[config.mk]
export PLATFORM = sky130hd
export DESIGN_NAME = alarm_zone_controller_flat
export DESIGN_NICKNAME = d
export VERILOG_FILES = /design/src/rtl/alarm_pkg.sv /design/src/rtl/alarm_zone_controller_if.sv /design/src/rtl/alarm_zone_controller_sec_tick_gen.sv /design/src/rtl/alarm_zone_controller.sv /design/src/flat_wrapper.sv
export SDC_FILE = /design/constraint.sdc
export NUM_CORES = 1
export LEC_CHECK = 0
export CORE_MARGIN = 3
export CORE_UTILIZATION = 41
export DETAILED_ROUTE_END_ITERATION = 10
export SLEW_MARGIN = 20
export SYNTH_ARGS = -nofsm -noshare
export SYNTH_HDL_FRONTEND = slang
export SYNTH_SLANG_ARGS = --single-unit
[constraint.sdc]
create_clock -name CLOCK_50 -period 5.2 [get_ports CLOCK_50]
set_input_delay 0.78 -clock CLOCK_50 [delete_from_list [all_inputs] [get_ports CLOCK_50]]
set_output_delay 0.78 -clock CLOCK_50 [all_outputs]
set_load 0.005 [all_outputs]
[src/rtl/alarm_pkg.sv]
// Shared types and constants for the alarm zone controller: FSM states,
// the 0xBA-family state codes reported over SPI, and the countdown width.
package alarm_pkg;

  localparam int CNT_W = 8;

  typedef enum logic [2:0] {
    ST_DISARMED    = 3'd0,
    ST_EXIT_DELAY  = 3'd1,
    ST_ARMED       = 3'd2,
    ST_ENTRY_DELAY = 3'd3,
    ST_ALARM       = 3'd4
  } alarm_state_e;

  localparam logic [7:0] CODE_DISARMED    = 8'hBA;
  localparam logic [7:0] CODE_ARMED       = 8'hBB;
  localparam logic [7:0] CODE_ENTRY_DELAY = 8'hBC;
  localparam logic [7:0] CODE_ALARM       = 8'hBD;
  localparam logic [7:0] CODE_EXIT_DELAY  = 8'hBE;

  function automatic logic [7:0] state_to_code(input alarm_state_e s);
    logic [7:0] code;
    case (s)
      ST_EXIT_DELAY:  code = CODE_EXIT_DELAY;
      ST_ARMED:       code = CODE_ARMED;
      ST_ENTRY_DELAY: code = CODE_ENTRY_DELAY;
      ST_ALARM:       code = CODE_ALARM;
      default:        code = CODE_DISARMED;
    endcase
    return code;
  endfunction

endpackage

[src/rtl/alarm_zone_controller_if.sv]
// Control/status bundle between the authentication/sensor side and the
// alarm controller; state_dbg mirrors the FSM state for checkers.
interface alarm_zone_controller_if #(
  parameter int NUM_ZONES = 4
) ();
  import alarm_pkg::*;

  // arm_req and auth_ok are single-cycle pulses with no back-pressure: the
  // controller acts on them in the cycle they are high or ignores them.
  logic                 arm_req;
  logic                 auth_ok;
  logic [NUM_ZONES-1:0] zone_in;
  logic [NUM_ZONES-1:0] zone_mask;
  logic [NUM_ZONES-1:0] instant_mask;
  logic [7:0]           state_code;
  logic                 engaged;
  logic                 buzzer;
  logic [CNT_W-1:0]     countdown;
  logic [NUM_ZONES-1:0] tripped;
  alarm_state_e         state_dbg;

  modport master (
    output arm_req, auth_ok, zone_in, zone_mask, instant_mask,
    input  state_code, engaged, buzzer, countdown, tripped, state_dbg
  );

  modport slave (
    input  arm_req, auth_ok, zone_in, zone_mask, instant_mask,
    output state_code, engaged, buzzer, countdown, tripped, state_dbg
  );

endinterface

[src/rtl/alarm_zone_controller_sec_tick_gen.sv]
// One-second pulse generator; clear restarts the second so each timed
// state gets a full first second.
module sec_tick_gen #(
  parameter int TICK_DIV = 50000000
) (
  input  logic CLOCK_50,
  input  logic reset,
  input  logic clear,
  output logic tick
);

  localparam int W = $clog2(TICK_DIV);
  localparam logic [W-1:0] LAST = W'(TICK_DIV - 1);

  logic [W-1:0] tick_cnt_q;
  logic [W-1:0] tick_cnt_d;

  always_comb begin
    tick_cnt_d = tick_cnt_q + 1'b1;
    if (clear || tick_cnt_q == LAST) begin
      tick_cnt_d = '0;
    end
  end

  always_ff @(posedge CLOCK_50 or posedge reset) begin
    if (reset) begin
      tick_cnt_q <= '0;
    end else begin
      tick_cnt_q <= tick_cnt_d;
    end
  end

  assign tick = (tick_cnt_q == LAST);

endmodule

[src/rtl/alarm_zone_controller.sv]
// Multi-zone alarm controller: exit delay, entry delay, alarm timeout and a
// sticky record of the zones that tripped.
module alarm_zone_controller
  import alarm_pkg::*;
#(
  parameter int NUM_ZONES       = 4,
  parameter int TICK_DIV        = 50000000,
  parameter int EXIT_DELAY_S    = 30,
  parameter int ENTRY_DELAY_S   = 60,
  parameter int ALARM_TIMEOUT_S = 180
) (
  input logic                     CLOCK_50,
  input logic                     reset,
  alarm_zone_controller_if.slave  bus
);

  localparam logic [CNT_W-1:0] EXIT_LOAD    = CNT_W'(EXIT_DELAY_S);
  localparam logic [CNT_W-1:0] ENTRY_LOAD   = CNT_W'(ENTRY_DELAY_S);
  localparam logic [CNT_W-1:0] TIMEOUT_LOAD = CNT_W'(ALARM_TIMEOUT_S);

  logic [NUM_ZONES-1:0] sync1_q, sync2_q;
  logic [NUM_ZONES-1:0] tripped_q, tripped_d;
  logic [CNT_W-1:0]     cnt_q, cnt_d;
  alarm_state_e         state_q, state_d;

  logic [NUM_ZONES-1:0] active;
  logic                 instant_hit;
  logic                 sec_tick;
  logic                 tick_clear;

  assign active      = sync2_q & bus.zone_mask;
  assign instant_hit = |(active & bus.instant_mask);
  assign tick_clear  = (state_d != state_q);

  sec_tick_gen #(.TICK_DIV(TICK_DIV)) u_tick (
    .CLOCK_50 (CLOCK_50),
    .reset    (reset),
    .clear    (tick_clear),
    .tick     (sec_tick)
  );

  always_comb begin
    state_d   = state_q;
    cnt_d     = cnt_q;
    tripped_d = tripped_q;
    case (state_q)
      ST_DISARMED: begin
        if (bus.arm_req) begin
          tripped_d = '0;
          if (EXIT_DELAY_S == 0) begin
            state_d = ST_ARMED;
            cnt_d   = '0;
          end else begin
            state_d = ST_EXIT_DELAY;
            cnt_d   = EXIT_LOAD;
          end
        end
      end
      ST_EXIT_DELAY: begin
        if (bus.auth_ok) begin
          state_d = ST_DISARMED;
          cnt_d   = '0;
        end else if (sec_tick) begin
          if (cnt_q <= 8'd1) begin
            state_d = ST_ARMED;
            cnt_d   = '0;
          end else begin
            cnt_d = cnt_q - 8'd1;
          end
        end
      end
      ST_ARMED: begin
        if (bus.auth_ok) begin
          state_d = ST_DISARMED;
        end else if (instant_hit) begin
          state_d   = ST_ALARM;
          cnt_d     = TIMEOUT_LOAD;
          tripped_d = tripped_q | active;
        end else if (|active) begin
          state_d   = ST_ENTRY_DELAY;
          cnt_d     = ENTRY_LOAD;
          tripped_d = tripped_q | active;
        end
      end
      ST_ENTRY_DELAY: begin
        tripped_d = tripped_q | active;
        if (bus.auth_ok) begin
          state_d = ST_DISARMED;
          cnt_d   = '0;
        end else if (instant_hit || (sec_tick && cnt_q <= 8'd1)) begin
          state_d = ST_ALARM;
          cnt_d   = TIMEOUT_LOAD;
        end else if (sec_tick) begin
          cnt_d = cnt_q - 8'd1;
        end
      end
      ST_ALARM: begin
        tripped_d = tripped_q | active;
        if (bus.auth_ok) begin
          state_d = ST_DISARMED;
          cnt_d   = '0;
        end else if (ALARM_TIMEOUT_S != 0 && sec_tick) begin
          // Timing out re-arms rather than disarms; tripped stays for review.
          if (cnt_q <= 8'd1) begin
            state_d = ST_ARMED;
            cnt_d   = '0;
          end else begin
            cnt_d = cnt_q - 8'd1;
          end
        end
      end
      default: begin
        state_d = ST_DISARMED;
        cnt_d   = '0;
      end
    endcase
  end

  always_ff @(posedge CLOCK_50 or posedge reset) begin
    if (reset) begin
      sync1_q   <= '0;
      sync2_q   <= '0;
      state_q   <= ST_DISARMED;
      cnt_q     <= '0;
      tripped_q <= '0;
    end else begin
      sync1_q   <= bus.zone_in;
      sync2_q   <= sync1_q;
      state_q   <= state_d;
      cnt_q     <= cnt_d;
      tripped_q <= tripped_d;
    end
  end

  assign bus.state_code = state_to_code(state_q);
  assign bus.engaged    = (state_q != ST_DISARMED);
  assign bus.buzzer     = (state_q == ST_ALARM);
  assign bus.countdown  = cnt_q;
  assign bus.tripped    = tripped_q;
  assign bus.state_dbg  = state_q;

endmodule

[src/flat_wrapper.sv]
// flat-port wrapper written by rule: the top's interface ports become plain ports
module alarm_zone_controller_flat import alarm_pkg::*;
#(
  parameter int NUM_ZONES       = 4,
  parameter int TICK_DIV        = 50000000,
  parameter int EXIT_DELAY_S    = 30,
  parameter int ENTRY_DELAY_S   = 60,
  parameter int ALARM_TIMEOUT_S = 180
)
  (CLOCK_50, reset, bus_arm_req, bus_auth_ok, bus_zone_in, bus_zone_mask, bus_instant_mask, bus_state_code, bus_engaged, bus_buzzer, bus_countdown, bus_tripped, bus_state_dbg);
  alarm_zone_controller_if #(.NUM_ZONES(NUM_ZONES)) bus_i ();
  input logic CLOCK_50;
  input logic reset;
  input wire logic [$bits(bus_i.arm_req)-1:0] bus_arm_req;
  input wire logic [$bits(bus_i.auth_ok)-1:0] bus_auth_ok;
  input wire logic [$bits(bus_i.zone_in)-1:0] bus_zone_in;
  input wire logic [$bits(bus_i.zone_mask)-1:0] bus_zone_mask;
  input wire logic [$bits(bus_i.instant_mask)-1:0] bus_instant_mask;
  output wire logic [$bits(bus_i.state_code)-1:0] bus_state_code;
  output wire logic [$bits(bus_i.engaged)-1:0] bus_engaged;
  output wire logic [$bits(bus_i.buzzer)-1:0] bus_buzzer;
  output wire logic [$bits(bus_i.countdown)-1:0] bus_countdown;
  output wire logic [$bits(bus_i.tripped)-1:0] bus_tripped;
  output wire logic [$bits(bus_i.state_dbg)-1:0] bus_state_dbg;
  assign bus_i.arm_req = bus_arm_req;
  assign bus_i.auth_ok = bus_auth_ok;
  assign bus_i.zone_in = bus_zone_in;
  assign bus_i.zone_mask = bus_zone_mask;
  assign bus_i.instant_mask = bus_instant_mask;
  assign bus_state_code = bus_i.state_code;
  assign bus_engaged = bus_i.engaged;
  assign bus_buzzer = bus_i.buzzer;
  assign bus_countdown = bus_i.countdown;
  assign bus_tripped = bus_i.tripped;
  assign bus_state_dbg = bus_i.state_dbg;
  alarm_zone_controller #(.NUM_ZONES(NUM_ZONES), .TICK_DIV(TICK_DIV), .EXIT_DELAY_S(EXIT_DELAY_S), .ENTRY_DELAY_S(ENTRY_DELAY_S), .ALARM_TIMEOUT_S(ALARM_TIMEOUT_S)) u_core (.CLOCK_50(CLOCK_50), .reset(reset), .bus(bus_i));
endmodule
Word level (Yosys, flattened, before mapping)
Cells that the tools add are included.
{"block": "totals", "ff_bits": 49, "latch_bits": 0, "ramBits": 0, "rom_bits": 0, "output_inout_bits": 25, "wordCells": 63, "memories": 0}
{"block": "op_classes", "n_addsub": 2, "mul": 0, "div": 0, "magnitude_cmp": 1, "n_eq_ne": 11, "n_shift": 0, "muxes": 28, "n_bitwise": 3, "n_reduce_logical": 12}
{"op": "8-bit 2-to-1 mux", "count": 10}
{"op": "8-bit case mux with 4 select lines", "count": 1}
{"op": "3-bit 2-to-1 mux", "count": 9}
{"op": "26-bit by 1-bit adder with 26-bit output (second input constant)", "count": 1}
{"op": "26-bit == test (second input constant)", "count": 1}
{"op": "26-bit 2-to-1 mux", "count": 1}
{"op": "3-bit case mux with 4 select lines", "count": 2}
{"op": "4-bit 2-to-1 mux", "count": 4}
{"op": "4-bit case mux with 3 select lines", "count": 1}
{"op": "4-bit bitwise AND", "count": 2}
{"op": "8-bit by 1-bit less-or-equal comparator with 1-bit output (second input constant)", "count": 1}
{"op": "4-bit OR reduction", "count": 2}
{"op": "8-bit by 1-bit subtractor with 8-bit output (second input constant)", "count": 1}
{"op": "3-bit by 2-bit == test with 1-bit output (second input constant)", "count": 2}
{"op": "3-bit by 1-bit != test with 1-bit output (second input constant)", "count": 2}
{"op": "3-bit nonzero test", "count": 2}
{"op": "5-bit AND reduction", "count": 1}
{"op": "2-bit != test (second input constant)", "count": 2}
{"op": "4-bit by 2-bit != test with 1-bit output (second input constant)", "count": 1}
{"op": "4-bit OR", "count": 1}
{"op": "4-bit AND reduction", "count": 1}
{"op": "2-bit OR reduction", "count": 2}
{"op": "3-bit by 1-bit == test with 1-bit output (second input constant)", "count": 1}
{"op": "3-bit == test (second input constant)", "count": 1}
{"op": "4 further kinds", "count": 5}

Logic depth before layout (Yosys ltp)
{"block": "depth", "word_depth": 10, "ltp_mapped": 9}

Cells and area by module
Synthesis repeated with hierarchy kept, for this count alone.
{"block": "unflattened", "cells_unflattened": 305, "hier_area_um2": 2813.9}
{"mod": "alarm_zone_controller", "instances": 1, "cells_per_inst": 162, "area_per_inst_um2": 1457.6, "seq_area_each_um2": 575.6}
{"mod": "sec_tick_gen", "instances": 1, "cells_per_inst": 143, "area_per_inst_um2": 1356.3, "seq_area_each_um2": 650.6}

Worst setup path before layout
Ideal clock, no wire load.
{"block": "synth_timing", "path_kind": "reg-to-reg", "start": "reg u_core.cnt_q[3], in the netlist u_core.bus.countdown[3]", "end": "reg u_core.u_tick.tick_cnt_q[18]", "arrival_ns": 2.420, "required_ns": 5.081, "slack_ns": 2.661, "stages_incl_launch_ff": 8, "n_path_buf": 1, "cell_sequence": "dfrtp_1 or4_4 or4_4 nor3_4 a211oi_2 o2111ai_4 buf_8 nor2_2"}
{"block": "synth_between", "elab_chain_len": 9}
{"item": "start, declared", "line": "alarm_zone_controller.sv:23", "source": "logic [CNT_W-1:0] cnt_q, cnt_d;"}
{"item": "start signal, assigned", "line": "alarm_zone_controller.sv:130", "source": "cnt_q <= cnt_d;"}
{"item": "8-bit by 1-bit less-or-equal comparator with 1-bit output *", "line": "alarm_zone_controller.sv:64, alarm_zone_controller.sv:90, alarm_zone_controller.sv:104"}
{"item": "1-bit logical AND", "line": "alarm_zone_controller.sv:90", "source": "end else if (instant_hit || (sec_tick && cnt_q <= 8'd1)) begin"}
{"item": "1-bit logical OR", "line": "alarm_zone_controller.sv:90"}
{"item": "3-bit 2-to-1 mux", "line": "alarm_zone_controller.sv:90"}
{"item": "3-bit 2-to-1 mux", "line": "alarm_zone_controller.sv:87", "source": "if (bus.auth_ok) begin"}
{"item": "3-bit case mux with 4 select lines *", "line": "alarm_zone_controller.sv:46", "source": "case (state_q)"}
{"item": "3-bit != test *", "line": "alarm_zone_controller.sv:33", "source": "assign tick_clear = (state_d != state_q);"}
{"item": "1-bit logical OR *", "line": "alarm_zone_controller_sec_tick_gen.sv:20", "source": "if (clear || tick_cnt_q == LAST) begin"}
{"item": "26-bit 2-to-1 mux *", "line": "alarm_zone_controller_sec_tick_gen.sv:20"}
{"item": "named net u_core.u_tick.tick_cnt_d[18]", "line": "alarm_zone_controller_sec_tick_gen.sv:16", "source": "logic [W-1:0] tick_cnt_d;"}
{"item": "end signal, assigned", "line": "alarm_zone_controller_sec_tick_gen.sv:29", "source": "tick_cnt_q <= tick_cnt_d;"}
{"item": "end, declared", "line": "alarm_zone_controller_sec_tick_gen.sv:15", "source": "logic [W-1:0] tick_cnt_q;"}
The timed path passes the listed nets; every way through them passes the cells marked *.
A chain may end at the register's enable or synchronous reset.

Worst setup path after layout
{"block": "layout_timing", "start": "reg u_core.cnt_q[3], in the netlist u_core.bus.countdown[3]", "end": "reg u_core.u_tick.tick_cnt_q[25]"}
The elaborated chain is that of the path after synthesis.

==> implementation parameters <==
Parameter                              Value

Timing
  Setup skew after layout ... roughly 0.0035 ns
  Worst slew margin relative to its limit ... 33.50%
  Final hold viol count ... 0
  Number of setup violations in the final report ... 0
  Max-slew violation count ... 0
  Post-Route Setup TNS ... 0 ns
  Part of the cycle the worst path needs ... 60.66%
  Slew @ Worst Pin ... roughly 1.0 ns
  Maximum achievable frequency ... 0.3170 GHz
  Setup repair after global routing missed its margin ... no
  Post-layout min period ... 3.154 ns

Finish
  Number of standard cells in the layout, taps in and fillers out ... ~400
  Synthesis-to-finish area growth ... 17.80%
  Multi-input combinational cell area ... 1369 um^2
  Commonest cells after routing, fill and taps aside ... sky130_fd_sc_hd__dfrtp_1, sky130_fd_sc_hd__clkdlybuf4s50_1, sky130_fd_sc_hd__nand2_1
  Sequential standard cell area ... 1226 um^2
  Fill cell total of the finished layout ... 607
  Final #Nets ... 340
  Total inserted antenna cells ... 0
  Fraction of final layout cells with drive strength greater than 1 ... between 10% and 20%
  Final instance area ... around 3200 um^2
  Most common cell after layout, fill and taps aside ... sky130_fd_sc_hd__dfrtp_1

Flow run
  Max-cap violations ... 0

Route
  Average routed wire per standard cell ... approximately 14 um
  Via count ... approximately 2200
  Final routed wirelength across all metal layers ... 5678 um
  DRC viols ... 0
  First-iteration detailed-routing DRC count ... 95
  Number of vias per cell ... 5.393
  Antenna Nets Post-Route ... 0
  Number of detailed-routing iterations run before antenna repair ... 4

Clock network
  Total setup buffers inserted after CTS ... 0
  Clock transition at the register clock pins on the worst setup and hold paths after CTS ... around 0.090 ns
  Max Root-Sink Buffers ... 2
  CTS sink cnt ... 49
  Clock Tree Root ... sky130_fd_sc_hd__clkbuf_8
  Clock latency on the worst-skew pair ... 0.30 ns
  Number of clock buffers inserted by TritonCTS ... 5
  Cts hold-fix bufs ... 0
  # resized after CTS ... 0
  Clock tree from TritonCTS ... built
  Maximum level of the CTS H-tree ... 2

Worst setup path
  Data arrival time of the critical path ... 3.30 ns
  Worst setup path start ... u_core.bus.countdown[3]$_DFFE_PP0P_
  Kind of end point of the critical path ... flip-flop
  Depth of the worst register-to-register path ... 6
  Critical register-to-register path startpoint ... u_core.bus.countdown[3]$_DFFE_PP0P_
  Crit path launch type ... flip-flop
  Cell with the biggest individual delay on the critical path ... sky130_fd_sc_hd__o2111ai_4
  R2r endpoint ... u_core.u_tick.tick_cnt_q[25]$_DFF_PP0_
  Critical Path Sink ... u_core.u_tick.tick_cnt_q[25]$_DFF_PP0_
  Crit path max fanout ... 26
  R2R Setup Slk ... slightly above 2 ns
  Cell-by-cell listing of the critical path ... or4_4 > or4_4 > nor3_4 > a211oi_2 > o2111ai_4 > nor2_1
  Worst path top cell family by delay ... simple AND/OR/NAND/NOR gates
  Slowest stage delay, CP ... roughly 0.82 ns
  Buffer and inverter count on the worst path ... 0
  Startpoint-to-endpoint class of the critical path ... flip-flop to flip-flop
  Critical path depth ... 6
  Critical Path RT ... 5.34 ns
  Most Frequent Cell on Critical Path ... sky130_fd_sc_hd__or4_4

Synthesis
  Post-synthesis instance total ... 288
  Number of enable-type register cells in the synthesized netlist ... 0
  Share of async-settable or async-resettable flops after synthesis ... 100.0%
  Synth warnings ... 0
  Avg Synthesized Cell Area ... between 9 and 10 um^2
  Cell variety after synth ... 50
  Synth Flop Type ... sky130_fd_sc_hd__dfrtp_1
  Portion of the post-synthesis area used by sequential elements ... 45.20%
  Post-synthesis cell area ... ~2700 um^2
  #FFs+latches synth ... between 40 and 50

Power and ir drop
  Power density over the cells ... 283.1 nW/um^2
  Worst supply voltage drop on vdd ... 0.0001572 V
  Internal power ... around 0.00065 W
  Switch share ... 28.67%
  LEAKAGE ... roughly 1.3 nW
  Power share of the combinational group ... a little over a fifth
  Share of power burned in the clock network ... 29.9%
  Power spent charging and discharging nets ... 0.0002593 W
  Sequential share of power ... about 49%

Global routing
  Global-route wire length before repair ... just under 10000 um
  GRT Overall Usage ... between 10% and 20%
  Largest net degree at the start of global routing ... 50
  Top Usage Layer GRT ... met2
  Global Route met3 Usage ... around 3.3%
  Met2 global-route usage ... 26.64%
  Vias in the first global route ... about 2100
  Initial antenna violation count ... 0
  Global route overflow ... 0
  GR Util met1 ... between 20% and 30%

Min path
  Class of the tightest hold or removal check ... flip-flop to flip-flop
  Min-Delay Startpoint ... u_core.sync1_q[1]$_DFF_PP0_

Floorplanning
  Number of core rows ... 29
  Core Box Area ... ~6400 um^2
  Die span in y ... between 80 and 90 um
  Initial Utilization ... 42.48%
  Horizontal die dimension ... approximately 87 um
  Die outline area ... 7628 um^2
  I/O pin count ... 41

Placement
  Post-placement cell count ... slightly below 400
  Placed wire-length estimate ... ~4000 um
  Instance area after placement ... 3083 um^2
  Port Buffer Count ... 35
  Placer Congestion ... 0.8203

Run status
  Status ... completed
-- synth_stat cells, types with 4 or more instances --
library cell	n	share of area (%)
sky130_fd_sc_hd__nor3_1	9	1.7
sky130_fd_sc_hd__a31oi_1	6	1.4
sky130_fd_sc_hd__nand4_1	6	1.4
sky130_fd_sc_hd__and2_1	4	0.92
sky130_fd_sc_hd__xnor2_1	9	2.9
sky130_fd_sc_hd__a21oi_1	12	2.2
sky130_fd_sc_hd__nand2_1	27	3.7
sky130_fd_sc_hd__inv_1	11	1.5
sky130_fd_sc_hd__nand3_1	16	3.0
sky130_fd_sc_hd__nor2_2	20	4.6
sky130_fd_sc_hd__xor2_1	16	5.2
sky130_fd_sc_hd__nor4_1	4	0.92
sky130_fd_sc_hd__and3_1	5	1.2
sky130_fd_sc_hd__o21ai_0	14	2.6
sky130_fd_sc_hd__buf_4	5	1.4
sky130_fd_sc_hd__nor2_1	22	3.0
sky130_fd_sc_hd__dfrtp_1	49	45
sky130_fd_sc_hd__and4_1	4	1.3
sky130_fd_sc_hd__clkbuf_1	4	0.55
sky130_fd_sc_hd__a21o_1	4	1.1
-- registers in the layout, indices dropped and copies added, names as in the netlist --
register,count
u_core.bus.tripped,4
u_core.bus.state_dbg,3
u_core.sync1_q,4
u_core.bus.countdown,8
u_core.sync2_q,4
u_core.u_tick.tick_cnt_q,26
-- power groups by stage --
stage | combinational, W | sequential, W | clock [W]
detailed placement | 0.000191 | 0.000451 | 0
global route | 0.000213 | 0.000451 | 0.000297
floorplan | 0.000125 | 0.000443 | 0
global placement | 0.000192 | 0.000450 | 0
finish | 0.000190 | 0.000444 | 0.000271
CTS | 0.000192 | 0.000444 | 0.000284
-- metrics by stage --
stage / total power, W / setup WS, ns / utilization [%] / hold WS (ns)
floorplan: 0.0005677 / 2.661 / - / 0.3312
global route: 0.0009606 / 1.833 / 50.04 / 0.3705
finish: 0.0009047 / 2.046 / 50.04 / 0.3570
CTS: 0.0009207 / 2.030 / 50.02 / 0.3610
detailed placement: 0.0006424 / 2.040 / 48.28 / 0.3397
global placement: 0.0006424 / 2.103 / 48.28 / 0.3341
-- worst reg2reg max path, cell delays in order, from the launching register on --
cell	delay, ns
sky130_fd_sc_hd__dfrtp_1	0.45
sky130_fd_sc_hd__or4_4	0.57
sky130_fd_sc_hd__or4_4	0.54
sky130_fd_sc_hd__nor3_4	0.35
sky130_fd_sc_hd__a211oi_2	0.15
sky130_fd_sc_hd__o2111ai_4	0.82
sky130_fd_sc_hd__nor2_1	0.13
-- layout make-up --
cell class,count,share of cell area (%)
flip-flops and latches,49,38.37
clock buffers,6,2.271
inverters,11,1.331
repair buffers,35,10.96
well taps,77,3.015
multi-input cells,219,42.83
clock inverters,2,1.214
-- how the worst min path moves through the flow --
stage               slack [ns]                           to  cells past startpoint
floorplan                 0.33  u_core.sync2_q[0]$_DFF_PP0_                      0
global placement          0.33  u_core.sync2_q[0]$_DFF_PP0_                      0
detailed placement        0.34  u_core.sync2_q[1]$_DFF_PP0_                      0
CTS                       0.36  u_core.sync2_q[1]$_DFF_PP0_                      0
global route              0.37  u_core.sync2_q[3]$_DFF_PP0_                      0
finish                    0.36  u_core.sync2_q[1]$_DFF_PP0_                      0
-- per-layer routing --
metal / share of wire (%) / vias up / wire [um]
li1: - / 1070 / -
met4: 1.2 / 0 / 68
met3: 3.8 / 6 / 216
met2: 48 / 48 / 2712
met5: 0 / - / 0
met1: 47 / 1028 / 2681
-- kinds of logic after synthesis --
logic type	after synthesis	synth area share [%]
compound gates	55	14.07
xor+xnor	25	8.072
fa+ha+maj	3	1.384
buf+inv	23	4.751
flops	49	45.20
other cells	2	0.2769
simple gates	131	26.25
Note: power is estimated with default switching activity, not from simulation.
